===== src/rtl/dualport_ram_be.sv =====
// Simple dual-port RAM with byte-lane writes, 1- or 2-cycle read latency, post-reset init sweep
// and a sticky address-range error. Define DUALPORT_BYPASS_EN for write-first collision reads.

module dualport_ram_lane #(
    parameter int DEPTH  = 16,
    parameter int ADDR_W = 4
) (
    input  logic              clk,
    input  logic              wr_en,
    input  logic [ADDR_W-1:0] wr_addr,
    input  logic [7:0]        wr_data,
    input  logic [ADDR_W-1:0] rd_addr,
    output logic [7:0]        rd_data
);
    logic [7:0] mem [DEPTH];

    always_ff @(posedge clk) begin
        if (wr_en) mem[wr_addr] <= wr_data;
    end

`ifdef DUALPORT_BYPASS_EN
    assign rd_data = (wr_en && wr_addr == rd_addr) ? wr_data : mem[rd_addr];
`else
    assign rd_data = mem[rd_addr];
`endif
endmodule

module dualport_ram_be #(
    parameter int              WIDTH    = 8,
    parameter int              DEPTH    = 16,
    parameter int              ADDR_W   = 4,
    parameter int              RD_LAT   = 1,
    parameter logic [WIDTH-1:0] INIT_VAL = '0
) (
    input  logic                 clk,
    input  logic                 rst,
    input  logic                 write,
    input  logic [WIDTH/8-1:0]   wr_be,
    input  logic [ADDR_W-1:0]    wr_addr,
    input  logic [WIDTH-1:0]     data_in,
    input  logic                 read,
    input  logic [ADDR_W-1:0]    rd_addr,
    output logic [WIDTH-1:0]     data_out,
    output logic                 rd_valid,
    output logic                 init_busy,
    output logic                 addr_err
);
    localparam int              NBE     = WIDTH / 8;
    localparam int              STAGES  = RD_LAT - 1;
    localparam logic [ADDR_W:0] DEPTH_C = (ADDR_W+1)'(DEPTH);
    localparam logic [ADDR_W-1:0] LAST  = ADDR_W'(DEPTH - 1);

    typedef enum logic {INIT, RUN} state_t;

    state_t                    state;
    logic [ADDR_W-1:0]         cnt;
    logic                      run;
    logic                      wr_in, rd_in, wr_ok, rd_req;
    logic [NBE-1:0]            lane_we;
    logic [ADDR_W-1:0]         waddr;
    logic [NBE-1:0][7:0]       wdata, rdata;
    logic [WIDTH-1:0]          rd_word;
    logic [STAGES:0]           vld_pipe;
    logic [STAGES:0][WIDTH-1:0] rd_pipe;

    assign run    = (state == RUN);
    assign wr_in  = {1'b0, wr_addr} < DEPTH_C;
    assign rd_in  = {1'b0, rd_addr} < DEPTH_C;
    assign wr_ok  = run && write && wr_in;
    assign rd_req = run && read;

    // The init sweep borrows the write port until the FSM reaches RUN.
    always_comb begin
        waddr   = run ? wr_addr : cnt;
        wdata   = run ? data_in : INIT_VAL;
        lane_we = run ? (wr_ok ? wr_be : '0) : {NBE{!rst}};
    end

    for (genvar g = 0; g < NBE; g++) begin : g_lane
        dualport_ram_lane #(.DEPTH(DEPTH), .ADDR_W(ADDR_W)) u_lane (
            .clk     (clk),
            .wr_en   (lane_we[g]),
            .wr_addr (waddr),
            .wr_data (wdata[g]),
            .rd_addr (rd_addr),
            .rd_data (rdata[g])
        );
    end

    assign rd_word = rd_in ? rdata : '0;

    always_ff @(posedge clk) begin
        if (rst) begin
            state     <= INIT;
            cnt       <= '0;
            init_busy <= 1'b1;
        end else if (state == INIT) begin
            cnt <= cnt + 1'b1;
            if (cnt == LAST) begin
                state     <= RUN;
                init_busy <= 1'b0;
            end
        end
    end

    always_ff @(posedge clk) begin
        if (rst)
            addr_err <= 1'b0;
        else if (run && ((write && !wr_in) || (read && !rd_in)))
            addr_err <= 1'b1;
    end

    // Each stage only loads when the stage before it holds a read, so data_out holds between strobes.
    always_ff @(posedge clk) begin
        if (rst) begin
            vld_pipe <= '0;
            rd_pipe  <= '0;
        end else begin
            vld_pipe <= (STAGES+1)'({vld_pipe, rd_req});
            if (rd_req) rd_pipe[0] <= rd_word;
            for (int i = 1; i <= STAGES; i++)
                if (vld_pipe[i-1]) rd_pipe[i] <= rd_pipe[i-1];
        end
    end

    assign data_out = rd_pipe[STAGES];
    assign rd_valid = vld_pipe[STAGES];
endmodule


===== config.mk =====
export PLATFORM = sky130hd
export DESIGN_NAME = dualport_ram_be
export DESIGN_NICKNAME = d
export VERILOG_FILES = /design/src/rtl/dualport_ram_be.sv
export SDC_FILE = /design/constraint.sdc
export NUM_CORES = 1
export LEC_CHECK = 0
export BUFFER_PORTS_ARGS = -buffer_cell sky130_fd_sc_hd__buf_2
export CAP_MARGIN = 20
export CORE_ASPECT_RATIO = 0.6
export CORE_MARGIN = 8
export CORE_UTILIZATION = 45
export DETAILED_ROUTE_END_ITERATION = 10
export GPL_ROUTABILITY_DRIVEN = 0
export GPL_TIMING_DRIVEN = 0
export SYNTH_ARGS = -nofsm -noshare
export SYNTH_HDL_FRONTEND = slang
export SYNTH_SLANG_ARGS = --single-unit
export TNS_END_PERCENT = 10

===== constraint.sdc =====
create_clock -name clk -period 2.75 [get_ports clk]
set_input_delay 0.55 -clock clk [delete_from_list [all_inputs] [get_ports clk]]
set_output_delay 0.55 -clock clk [all_outputs]
set_load 0.05 [all_outputs]

# ---- Yosys cells after proc, flatten, opt, wreduce, memory -nomap -nowiden
# Memories as Yosys holds them, arrays and structs flattened. A register that Yosys moved wholly into a read port is not among the register bits.
# Index checks and enable logic that the tools add are counted.
dict set report classes {
  reduce_logical 4
  n_eq_ne 1
  shifts 0
  multipliers 0
  add_sub_neg 1
  div_mod_pow 0
  order_cmp 0
  n_mux 8
  bitwise_logic 1
}
# op count
set op_table {}
lappend op_table {{8-bit 2-to-1 mux} 1}
lappend op_table {{1-bit 2-to-1 mux} 6}
lappend op_table {{4-bit by 1-bit adder with 4-bit output, second input constant} 1}
lappend op_table {{4-bit == test, second input constant} 1}
lappend op_table {{4-bit 2-to-1 mux} 1}
lappend op_table {{1-bit logical AND} 2}
lappend op_table {{2-bit AND reduction} 1}
lappend op_table {{1-bit zero test} 1}
lappend op_table {{1-bit NOT} 1}
dict set report totals {
  register_bits 7
  mem_count 1
  inputBits 21
  romBits 0
  latchBits 0
  mem_bits_rw 128
  output_inout_bits 11
}
# name words width read_ports rd_ports_with_merged_regs write_ports line_no
set mem_list {}
lappend mem_list {{g_lane[0].u_lane.mem} 16 8 1 1 1 15} ;# logic [7:0] mem [DEPTH];

# ---- Longest topological paths before layout
dict set report depth {
  word_depth 5
  mapped_depth 7
}

# ---- By module
# Synthesis repeated with hierarchy kept, for this count alone.
dict set report hier_totals {
  hier_cells 298
  area_unflattened_um2 5683.0
}
# module cells_per_inst seq_area_each_um2 instances area_each_um2
set by_module_without_submodules {}
lappend by_module_without_submodules {dualport_ram_lane 221 3843.7 1 4987.3}
lappend by_module_without_submodules {dualport_ram_be 77 300.3 1 695.7}

# ---- Worst setup path after synthesis
# No wires, ideal clock.
dict set report synth_timing {
  path_kind {input port to flip-flop}
  from {in rd_addr[2]}
  to {reg rd_pipe (netlist bit data_out[0]), read port of g_lane[0].u_lane.mem}
  required_ns 2.626
  n_path_buf 2
  slack_ns 0.764
  arrival_time_ns 1.862
  path_stages 6
  path_cell_list {buf_6 > buf_2 > mux4_2 > mux2_2 > nand2_1 > nand3_1}
}
# element line_no
set synth_rtl {}
lappend synth_rtl {{start, declared} 42} ;# input logic [ADDR_W-1:0] rd_addr,
lappend synth_rtl {{end, declared} 64} ;# logic [STAGES:0][WIDTH-1:0] rd_pipe;

# ---- Worst setup path after layout
dict set report layout_timing {
  from {reg state (netlist: run)}
  to {mem g_lane[0].u_lane.mem[4][7], enable pin}
}
dict set report layout_via {
  elab_chain_cells 5
  word_cells_on_any_way 6
  cone_classes {5 x mux; 1 x reduce/logical}
}
# element line_no
set layout_lines {}
lappend layout_lines {{start, declared} 55} ;# state_t state;
lappend layout_lines {{start signal, assigned} 94} ;# state <= INIT;
lappend layout_lines {{start signal, assigned} 100} ;# state <= RUN;
lappend layout_lines {{1-bit logical AND} 69} ;# assign wr_ok = run && write && wr_in;
lappend layout_lines {{1-bit 2-to-1 mux (2 in a row)} 76} ;# lane_we = run ? (wr_ok ? wr_be : '0) : {NBE{!rst}};
lappend layout_lines {{1-bit 2-to-1 mux} 18} ;# if (wr_en) mem[wr_addr] <= wr_data;
lappend layout_lines {{1-bit 2-to-1 mux (not written as such)} 18}
lappend layout_lines {{end, declared} 15}
# Several ways; a longest one is shown, not always the timed one.

==> impl_results.md <==
* Fin Setup TNS at 0 ns
* Net count, final at approximately 370
* Clk slew on worst S/H paths at about 0.060 ns
* Layout fillers at 967
* CP max stage cell: nor2_1
* Chip Height at between 100 and 150 um
* Final Critical Period at 2.34 ns
* Routed vias/inst at 5.42
* Post-CTS Resized at 0
* Yosys reg bits at approximately 140
* First-pass GRT wire length at 18000 um
* Drt wl/cell at 22.0 um
* Syn nets at 321
* Primary FF master, synth: edfxtp_1
* Slew margin rel. at 34.1%
* Multi-input gate area at between 0.001 and 0.0015 mm^2
* Syn avg cell area at 19.0 um^2
* CP arrival at about 2.4 ns
* I/O pin count at 32
* Netlist cell types at 40
* CP endpoint kind: register
* Clk_lat worst skew at 0.41 ns
* Yosys top cell by area: edfxtp_1
* Number of global-route vias before repair at 2983
* Post-route insts no fill at 523
* Drt first pass iters at 5
* FF+latch area at 0.00414 mm^2
* RSZ-0062 raised after global routing: no
* Max stage delay on crit path at 0.76 ns
* Antenna violations before repair at 0
* Total vias in the final route at about 2800
* Top cell type's share of synthesized area at 67.8%
* Final antenna-violating net count at 0
* Endpoints failing setup at 0
* Commonest cells in the synthesized netlist: edfxtp_1 (128), nor2_1 (25), mux4_2 (22), dfxtp_1 (15), mux2i_1 (12)
* Hold_buf cts at 0
* Setup CP Type: reg -> reg
* Max Clock Freq at 428 MHz
* Seq/Total Area, Yosys at 73.1%
* Pwr Density at 752 mW/mm^2
* Crit Path Max Fanout at 10
* Max_cap viols at 0
* Post-Route Skew at 0.00714 ns
* Req. time, crit path at 2.78 ns
* CTS tree: done
* Tot GR Track Use at between 10% and 20%
* Die ar. at 0.0166 mm^2
* Setup crit start kind: register
* Ratio of cells with drive above 1 in the final layout at 26.0%
* Final HPWL DP at 7900 um
* Post-route clock period utilization at 85.0%
* Leakage power at 2.37 nW
* Antenna cells at 0
* Die width at approximately 160 um
* Mapped cell area at approximately 0.0057 mm^2
* Num Clock Sinks at 143
* Syn-to-layout area delta at 17.1%
* Starting density of the core at between 40% and 50%
* DR iter-0 viols at 237
* Largest net degree at the start of global routing at 17
* FFs w/ async S/R, synth at 0%
* Worst vdd ir at 0.436 mV
* Core ar. at between 0.01 and 0.015 mm^2
* Top-count cell post-synth: edfxtp_1
* Clk root buf: clkbuf_16
* TritonCTS buffer count at 17
* PortBufs at 27
* Least-Margin Pin Slew at 0.985 ns
* Post-CTS Setup Inserts at 0
* Hold crit path type: reg -> reg
* H-Tree Depth at 4
* Syn. warnings at 0
* Cell-by-cell trace of the critical path: buf_4 -> clkbuf_1 -> a21o_1 -> nand2_1 -> nor2_1
* Top cells by area, synth: edfxtp_1 (68%), mux4_2 (8.7%), dfxtp_1 (5.3%)
* Drc violations at 0
* Buffer depth of the longest clock path at 2
* Status: finished clean
* Grt total ovfl at 0
* Post-synth EDFFs at 128
* Dpl cells at 491
* Final count of hold timing violations at 0
* Count of pins over their slew limit at 0
* Post-Synthesis Cells at 299
* Core Rows at 31
* Total wire length at 11500 um
[kinds of logic (layout without fill, tap and decap cells)]
| logic type | after synthesis | in the layout | share of synthesized area [%] |
|---|---|---|---|
| AO/OA/AOI/OAI | 27 | 27 | 3.14 |
| AND/OR/NAND/NOR | 56 | 56 | 4.79 |
| other | 1 | 1 | 0.0662 |
| adder cells (fa/ha/maj) | 1 | 1 | 0.221 |
| XOR/XNOR | 3 | 3 | 0.464 |
| multiplexers | 50 | 50 | 16.2 |
| flip-flops | 143 | 143 | 73.1 |
| buffers and inverters | 18 | 77 | 2.03 |
[final cells by class]
class                   count  area share (%)
plain buffers              16            1.62
clock buffers              25            7.46
clock inverters             7            2.02
inverters                   2           0.113
multi-input cells         138            21.2
flip-flops and latches    143            62.4
well taps                 165            3.11
repair buffers             27            2.04
[final timing paths]
kind | start | end | slack (ns) | cells after the start
worst min register to register | init_busy$_SDFFE_PP1P_ | init_busy$_SDFFE_PP1P_ | 0.45 | 1
worst min-delay path | init_busy$_SDFFE_PP1P_ | init_busy$_SDFFE_PP1P_ | 0.45 | 1
worst max register to register | run$_SDFF_PP0_ | g_lane[0].u_lane.mem[4][7]$_DFFE_PP_ | 0.41 | 5
worst max-delay path | run$_SDFF_PP0_ | g_lane[0].u_lane.mem[4][7]$_DFFE_PP_ | 0.41 | 5
[routing by layer]
metal  vias to the layer above  part of all wire [%]  GRT usage, %  wire length (um)
met1                      1447                    53          21.8              6070
met4                         0                  0.66          4.46                76
met5                         -                     0             0                 0
li1                       1297                     -             -                 -
met3                         8                   5.2          5.10               601
met2                        81                    41          21.0              4780
[placed cells by master, fill, tap and decap left out, drive strengths merged, types with 4 or more instances in the layout]
cell type    n
clkbuf      30
mux2         8
bufinv       4
mux2i       12
edfxtp     128
mux4        30
dfxtp       15
and2        10
a22oi        7
buf         38
nor2        25
nand2        9
o21ai        8
[sequential cells by signal, indices dropped and copies added (netlist names)]
register           cells
cnt                    4
init_busy              1
data_out               8
g_lane.u_lane.mem    128
rd_valid               1
run                    1
[critical path, delay by kind of cell, from the launching register on]
| kind | cells | cell delay, ns |
|---|---|---|
| AND/OR/NAND/NOR | 2 | 0.88 |
| buffers and inverters | 2 | 0.53 |
| flip-flops | 1 | 0.36 |
| AO/OA/AOI/OAI | 1 | 0.19 |
[power by group]
| group | switching (mW) | total, mW | leakage, nW | internal [mW] |
|---|---|---|---|---|
| clock network | 0.812 | 2.42 | 0.309 | 1.61 |
| registers | 0.0110 | 2.38 | 1.37 | 2.36 |
| logic | 0.104 | 0.195 | 0.692 | 0.0906 |
[stage by stage]
| stage | cell area, um^2 | total power [mW] | setup WS [ns] | hold WS [ns] | utilization (%) |
|---|---|---|---|---|---|
| floorplan | 5670 | 2.55 | 0.764 | 0.499 | - |
| global placement | 6010 | 2.61 | 0.163 | 0.437 | 49.3 |
| detailed placement | 6010 | 2.62 | 0.163 | 0.444 | 49.3 |
| CTS | 6640 | 5.02 | 0.440 | 0.459 | 54.5 |
| global route | 6640 | 5.14 | 0.279 | 0.480 | 54.5 |
| finish | 6640 | 4.99 | 0.413 | 0.453 | 54.5 |
(Power assumes the default switching activity.)
